### src/rtl/csa_mul_seq.sv
// csa_mul_seq: digit-serial carry-save multiplier, D bits per cycle, valid/ready product; define CSA_EARLY_EXIT_EN to stop after the last nonzero multiplier digit
module csa_mul_seq #(
    parameter int W = 12,
    parameter int D = 2
) (
    input  logic             clk,
    input  logic             rst,
    input  logic             in_valid,
    output logic             in_ready,
    input  logic [W-1:0]     a,
    input  logic [W-1:0]     b,
    output logic             out_valid,
    input  logic             out_ready,
    output logic [2*W-1:0]   p,
    output logic             busy
);
    localparam int NDIG = W / D;
    localparam int CW = $clog2(NDIG + 1);
    localparam logic [CW-1:0] LAST_CNT = CW'(NDIG - 1);

    generate
        if (W % D != 0) begin : g_bad_d
            $error("W must be a multiple of D");
        end
    endgenerate

    typedef enum logic [1:0] {IDLE, ACC, RESOLVE, DONE} state_t;

    state_t          state;
    logic [W-1:0]    a_r, b_r;
    logic [2*W-1:0]  s_r, c_r, s_n, c_n, pp, t;
    logic [CW-1:0]   cnt;
    logic [D-1:0]    dig;
    logic            last_dig;

    assign dig = D'(b_r >> (int'(cnt) * D));

`ifdef CSA_EARLY_EXIT_EN
    assign last_dig = (b_r >> ((int'(cnt) + 1) * D)) == '0;
`else
    assign last_dig = cnt == LAST_CNT;
`endif

    // fold the current digit's D partial products into the sum/carry rows
    always_comb begin
        s_n = s_r;
        c_n = c_r;
        pp = '0;
        t = '0;
        for (int j = 0; j < D; j++) begin
            pp = {{W{1'b0}}, a_r & {W{dig[j]}}} << (int'(cnt) * D + j);
            t = s_n ^ c_n ^ pp;
            c_n = ((s_n & c_n) | (s_n & pp) | (c_n & pp)) << 1;
            s_n = t;
        end
    end

    // sequencer with registered handshake outputs and the final carry-propagate add
    always_ff @(posedge clk) begin
        if (rst) begin
            state <= IDLE;
            in_ready <= 1'b1;
            out_valid <= 1'b0;
            p <= '0;
            busy <= 1'b0;
            a_r <= '0;
            b_r <= '0;
            s_r <= '0;
            c_r <= '0;
            cnt <= '0;
        end else begin
            case (state)
                IDLE: if (in_valid) begin
                    a_r <= a;
                    b_r <= b;
                    s_r <= '0;
                    c_r <= '0;
                    cnt <= '0;
                    in_ready <= 1'b0;
                    busy <= 1'b1;
                    state <= ACC;
                end
                ACC: begin
                    s_r <= s_n;
                    c_r <= c_n;
                    cnt <= cnt + 1'b1;
                    state <= last_dig ? RESOLVE : ACC;
                end
                RESOLVE: begin
                    p <= s_r + c_r;
                    out_valid <= 1'b1;
                    state <= DONE;
                end
                DONE: if (out_ready) begin
                    out_valid <= 1'b0;
                    in_ready <= 1'b1;
                    busy <= 1'b0;
                    state <= IDLE;
                end
                default: state <= IDLE;
            endcase
        end
    end
endmodule

### config.mk
export PLATFORM = sky130hd
export DESIGN_NAME = csa_mul_seq
export DESIGN_NICKNAME = d
export VERILOG_FILES = /design/src/rtl/csa_mul_seq.sv
export SDC_FILE = /design/constraint.sdc
export NUM_CORES = 1
export LEC_CHECK = 0
export ABC_AREA = 0
export CORE_MARGIN = 2
export CORE_UTILIZATION = 50
export CTS_BUF_LIST = sky130_fd_sc_hd__clkbuf_4 sky130_fd_sc_hd__clkbuf_8 sky130_fd_sc_hd__clkbuf_16
export DETAILED_ROUTE_END_ITERATION = 8
export GPL_TIMING_DRIVEN = 1
export PLACE_DENSITY = 0.78
export SLEW_MARGIN = 20
export SYNTH_ARGS = -nofsm -noshare
export SYNTH_HDL_FRONTEND = slang
export SYNTH_SLANG_ARGS = --single-unit
### constraint.sdc
create_clock -name clk -period 3.7 [get_ports clk]
set_clock_uncertainty 0.15 [all_clocks]
set_input_delay 0.74 -clock clk [delete_from_list [all_inputs] [get_ports clk]]
set_output_delay 0.74 -clock clk [all_outputs]
set_load 0.01 [all_outputs]
## Yosys cells after proc, flatten, opt, wreduce, memory -nomap -nowiden

Cells that the tools add are included.

- Input port bits: 28
- Output and inout bits: 27
- Register bits: 104
- Logic and storage cells: 63

- Multiplexer cells: 16
- Bitwise operators: 16
- Shift operators: 3
- Eq/ne operators: 6
- $add $sub $neg: 3
- Reductions and logical operators: 9

Operator list:

| kind | number |
|---|---|
| 23-bit AND | 6 |
| 24-bit case mux with 2 select lines | 2 |
| 24-bit XOR | 4 |
| 23-bit bitwise OR | 4 |
| 24-bit adder | 1 |
| 12-bit AND | 2 |
| 24-bit two-way mux | 1 |
| 12-bit by 4-bit left shift with 24-bit output | 1 |
| 12-bit by 5-bit left shift with 24-bit output | 1 |
| 12-bit by 4-bit right shift with 2-bit output | 1 |
| 2-bit case mux with 4 select lines | 1 |
| 2-bit AND reduction | 4 |
| 2-bit two-way mux | 3 |
| 1-bit case mux with 2 select lines | 3 |
| 3-bit case mux with 2 select lines | 1 |
| 2-bit nonzero test | 3 |
| 4-bit by 1-bit adder with 5-bit output (second input constant) | 1 |
| 2-bit equality test (second input constant) | 2 |
| 1-bit two-way mux | 4 |
| 2-bit != test (second input constant) | 2 |
| 3-bit by 1-bit adder with 3-bit output (second input constant) | 1 |
| 3-bit equality test (second input constant) | 1 |
| 3-bit two-way mux | 1 |
| 3-bit AND reduction | 1 |
| other kinds (2) | 2 |

## Depth between registers and ports, before layout

- Word-level depth: 10
- Depth in mapped cells: 13
- Depth with buffers taken out: 11

## Least setup slack after synthesis

No wires, ideal clock.

- Kind: reg-to-reg
- Start: reg cnt[0]
- End: reg s_r[8]
- Stages on the path, launching flop included: 12
- Path slack: 0.553 ns
- Setup time: 0.128 ns
- Data arrival time: 2.869 ns
- Path buffers: 2
- Required time: 3.422 ns
- Period minus slack after synthesis: 3.147 ns
- Cell sequence: dfxtp_1 -> buf_2 -> mux4_2 -> nor2b_1 -> or2_1 -> buf_2 -> nand2_1 -> fa_1 -> fa_1 -> nor2_1 -> a31oi_1 -> nor2_1

- Word-level cells in the longest chain between the ends: 9
- Elaborated cells on any way between the ends: 14
- Those cells by class: add/sub (1); shift (3); mux (1); bitwise (9)

Ends and longest elaborated chain:

| item | RTL line | text |
|---|---|---|
| start, declared | 32 | `logic [CW-1:0] cnt;` |
| start signal, assigned | 86 | `cnt <= cnt + 1'b1;` |
| 12-bit by 4-bit right shift with 2-bit output | 36 | `assign dig = D'(b_r >> (int'(cnt) * D));` |
| 12-bit AND | 51 | `pp = {{W{1'b0}}, a_r & {W{dig[j]}}} << (int'(cnt) * D + j);` |
| 12-bit by 4-bit left shift with 24-bit output | 51 |  |
| 23-bit AND | 53 | `c_n = ((s_n & c_n) \| (s_n & pp) \| (c_n & pp)) << 1;` |
| 23-bit bitwise OR (2 in series) | 53 |  |
| 24-bit XOR | 52 | `t = s_n ^ c_n ^ pp;` |
| 24-bit XOR * | 52 |  |
| 24-bit case mux with 2 select lines * | 72 | `case (state)` |
| end signal, assigned | 84 | `s_r <= s_n;` |
| end, declared | 31 | `logic [2*W-1:0] s_r, c_r, s_n, c_n, pp, t;` |

Every way passes the cells marked *; elsewhere a longest branch is shown, timed or not.
A chain may end at the register's enable or synchronous reset.

## Worst setup path in the final report

- Start: reg cnt[0]
- End: reg s_r[10]

Same word-level chain as after synthesis.

==> metrics.yaml <==
status:
  status: "completed"
route:
  drt-initial-drc-count: 464
  vias: 5575
  drt_first_pass_iters: 5
  drtAntennaViolNets: 0
  routed_wl_um: 15200
  wire_per_inst_um: 15.1
  via_per_inst: 5.53
  drc: 0
placed_design:
  dpl.hpwl_um: 10900
  placed_cells: 993
  port_buffers: 54
  place_congestion: 0.920
  dp_slack_ns: 0.417
synthesis:
  synth_mux_area_share_pct: 4.18
  syn_area_per_cell_sq_um: 8.12
  synthCells: 808
  yosysSeqAreaShare_pct: 31.1
  yosys.area_share.simple_pct: 21.3
  synth_area_sq_mm: 0.00656
  synthTopCellsByArea: "dfxtp_1 31%, fa_1 13%, nand2_1 7.2%"
  yosys-top-cells-count: "125 x nand2_1, 121 x nor2_1, 102 x dfxtp_1, 70 x a21oi_1, 51 x inv_1"
  synth_nets: 905
  synthXorXnorAreaFrac_pct: 2.00
  synth-edff-count: 0
  synth_top_family_by_area: "simple AND/OR/NAND/NOR gates"
  async_reset_ff_share_pct: 0
  synth-compound-area-share_pct: 16.6
  ys_warn_count: 0
  synth.most_common_cell: "nand2_1"
  synth_fa_ha_area_share_pct: 18.2
  synth_ff_type: "dfxtp_1"
  synth_seq_cells: 102
  synth_top_cell_area_share_pct: 31.1
  yosys.area.top_type: "dfxtp_1"
  synth_cell_type_count: 63
clocking:
  cts_buffers: 9
  post_cts_resized: 0
  cts_hold_buf: 0
  cts.path.max_buffers: 2
  htree_num_levels: 3
  cts_setup_buffers: 0
  cts.sinks: 102
  clk-insertion-delay-late_ns: 0.36
  cts_tree: "yes"
  cts_root_buffer: "clkbuf_16"
  cts.clk_slew.worst_paths_ns: 0.07
flow_run:
  maxCapViolations: 0
timing:
  max_freq_mhz: 301
  hold_slack_ns: 0.299
  rsz0062_at_grt: "no"
  finalCritPeriodShare_pct: 89.9
  finalSetupViolations: 0
  tightest_slew_ns: 0.781
  finalHoldViolCount: 0
  timing.setup.tns_ns: 0
  layout_setup_ws_ns: 0.373
  period_needed_ns: 3.33
  relSlewSlack_pct: 48.0
  drv_slew: 0
layout:
  seqCellArea_sq_mm: 0.00204
  final_cells: 1009
  area.growth.synth_to_final_pct: 13.5
  drive_above_1_share_pct: 5.97
  nets: 929
  fill_cells: 1206
  n_antenna_cell: 0
  multi_input_area_sq_mm: 0.00409
worst_setup_path:
  crit_chain: "buf_4, mux2i_1, nor2_1, or2_1, nand2_1, fa_1, fa_1, nor2_1, a31oi_1, nor2_1"
  cp_slowest_cell: "fa_1"
  cp.required_ns: 3.78
  worst_path_most_repeated_cell: "nor2_1"
  criticalPathCategory: "reg -> reg"
  crit_fanout: 34
  end_kind: "flop"
  cp-startpoint: "cnt[0]$_SDFFE_PP0P_"
  cpPeakStageDelay_ns: 0.55
  reg2reg_depth: 10
  crit_arrival_ns: 3.41
  worstSetupStartpointType: "flop"
  worstReg2RegStart: "cnt[0]$_SDFFE_PP0P_"
grt:
  grt_pass1_vias: 5247
  grt_max_degree: 81
  grt_overflow: 0
  grt_pass1_wl_um: 26000
  antenna_found_initial: 0
  grtUsageTotal_pct: 22.6
floorplanning:
  core_area_sq_mm: 0.0127
  dieArea_sq_mm: 0.0140
  die_w_um: 119
  io_pins: 55
  rows: 41
  fp.dieH_um: 119
  initial_core_util_pct: 51.6
min_path:
  min_path_cells: 2
  hold_start: "p[10]$_SDFFE_PP0P_"
  holdCritPathClass: "reg -> reg"
power:
  power_leakage_nw: 2.55
  ir_drop_mv: 0.208
  powerDensity_mw_per_mm2: 308
  total_power_mw: 2.29
-- path summary, 6_finish.rpt --
path                           to  slack [ns]
max reg2reg  s_r[10]$_SDFFE_PP0P_        0.37
min reg2reg    p[10]$_SDFFE_PP0P_        0.30
max          s_r[10]$_SDFFE_PP0P_        0.37
min            p[10]$_SDFFE_PP0P_        0.30
-- placed cells by master, fill, tap and decap left out, types with 3 or more instances in the layout --
cell and n:
nand2_1 125, nor2_1 121, dfxtp_1 102, a21oi_1 70, clkdlybuf4s50_1 53, inv_1 51
fa_1 44, a31oi_1 43, ha_1 25, nor3_1 16, mux2i_1 15, o21ai_0 13
a211oi_1 11, nand3_1 10, buf_4 10, xnor2_1 9, clkbuf_16 9, and3_1 8
a21o_1 8, mux2_2 7, nor2b_1 7, nand3b_1 7, xor2_1 6, o22ai_1 3
nand2b_1 3, o21a_1 3, nand4_1 3, a21oi_2 3
-- cell families (layout without fill, tap and decap cells) --
logic type      after synthesis  in the layout
buf+inv                     102            131
flops                       102            102
mux                          24             24
xor+xnor                     15             15
compound gates              175            175
other cells                   1              1
simple gates                320            320
fa+ha+maj                    69             69
-- critical path: cells and delay by family (launching register included) --
kind,cells,cell delay [ns]
buf+inv,1,0.36
flops,1,0.35
simple gates,5,0.80
mux,1,0.34
fa+ha+maj,2,0.99
compound gates,1,0.20
-- area by class of cell --
type	instances	share of cell area [%]
multi-input combinational	604	54.9
sequential	102	27.4
timing repair buffer	64	8.41
clock buffer	10	3.13
tap	172	2.89
inverter	51	2.57
clock inverter	6	0.622
-- per-layer routing --
metal	GRT usage (%)	wire length (um)
met5	0	0
met4	8.71	291
met3	3.43	743
met2	34.8	6950
met1	31.8	7240
-- power breakdown --
group | internal (mW) | switching [mW]
clock network | 0.468 | 0.445
logic | 0.0914 | 0.148
registers | 1.12 | 0.0217
total | 1.68 | 0.615
-- registers in the layout, indices dropped and copies added (netlist names), named ones only --
register   cells
out_valid      1
in_ready       1
state          1
a_r           12
s_r           24
cnt            3
p             24
c_r           22
busy           1
b_r           12
-- through the flow --
stage / cell area (sq um) / util [%]
2_1_floorplan: 6560 / -
3_3_place_gp: 7160 / 56.3
3_5_place_dp: 7160 / 56.3
4_1_cts: 7440 / 58.5
5_1_grt: 7440 / 58.5
6_report: 7440 / 58.5
Note: power is estimated with default switching activity, not from simulation.
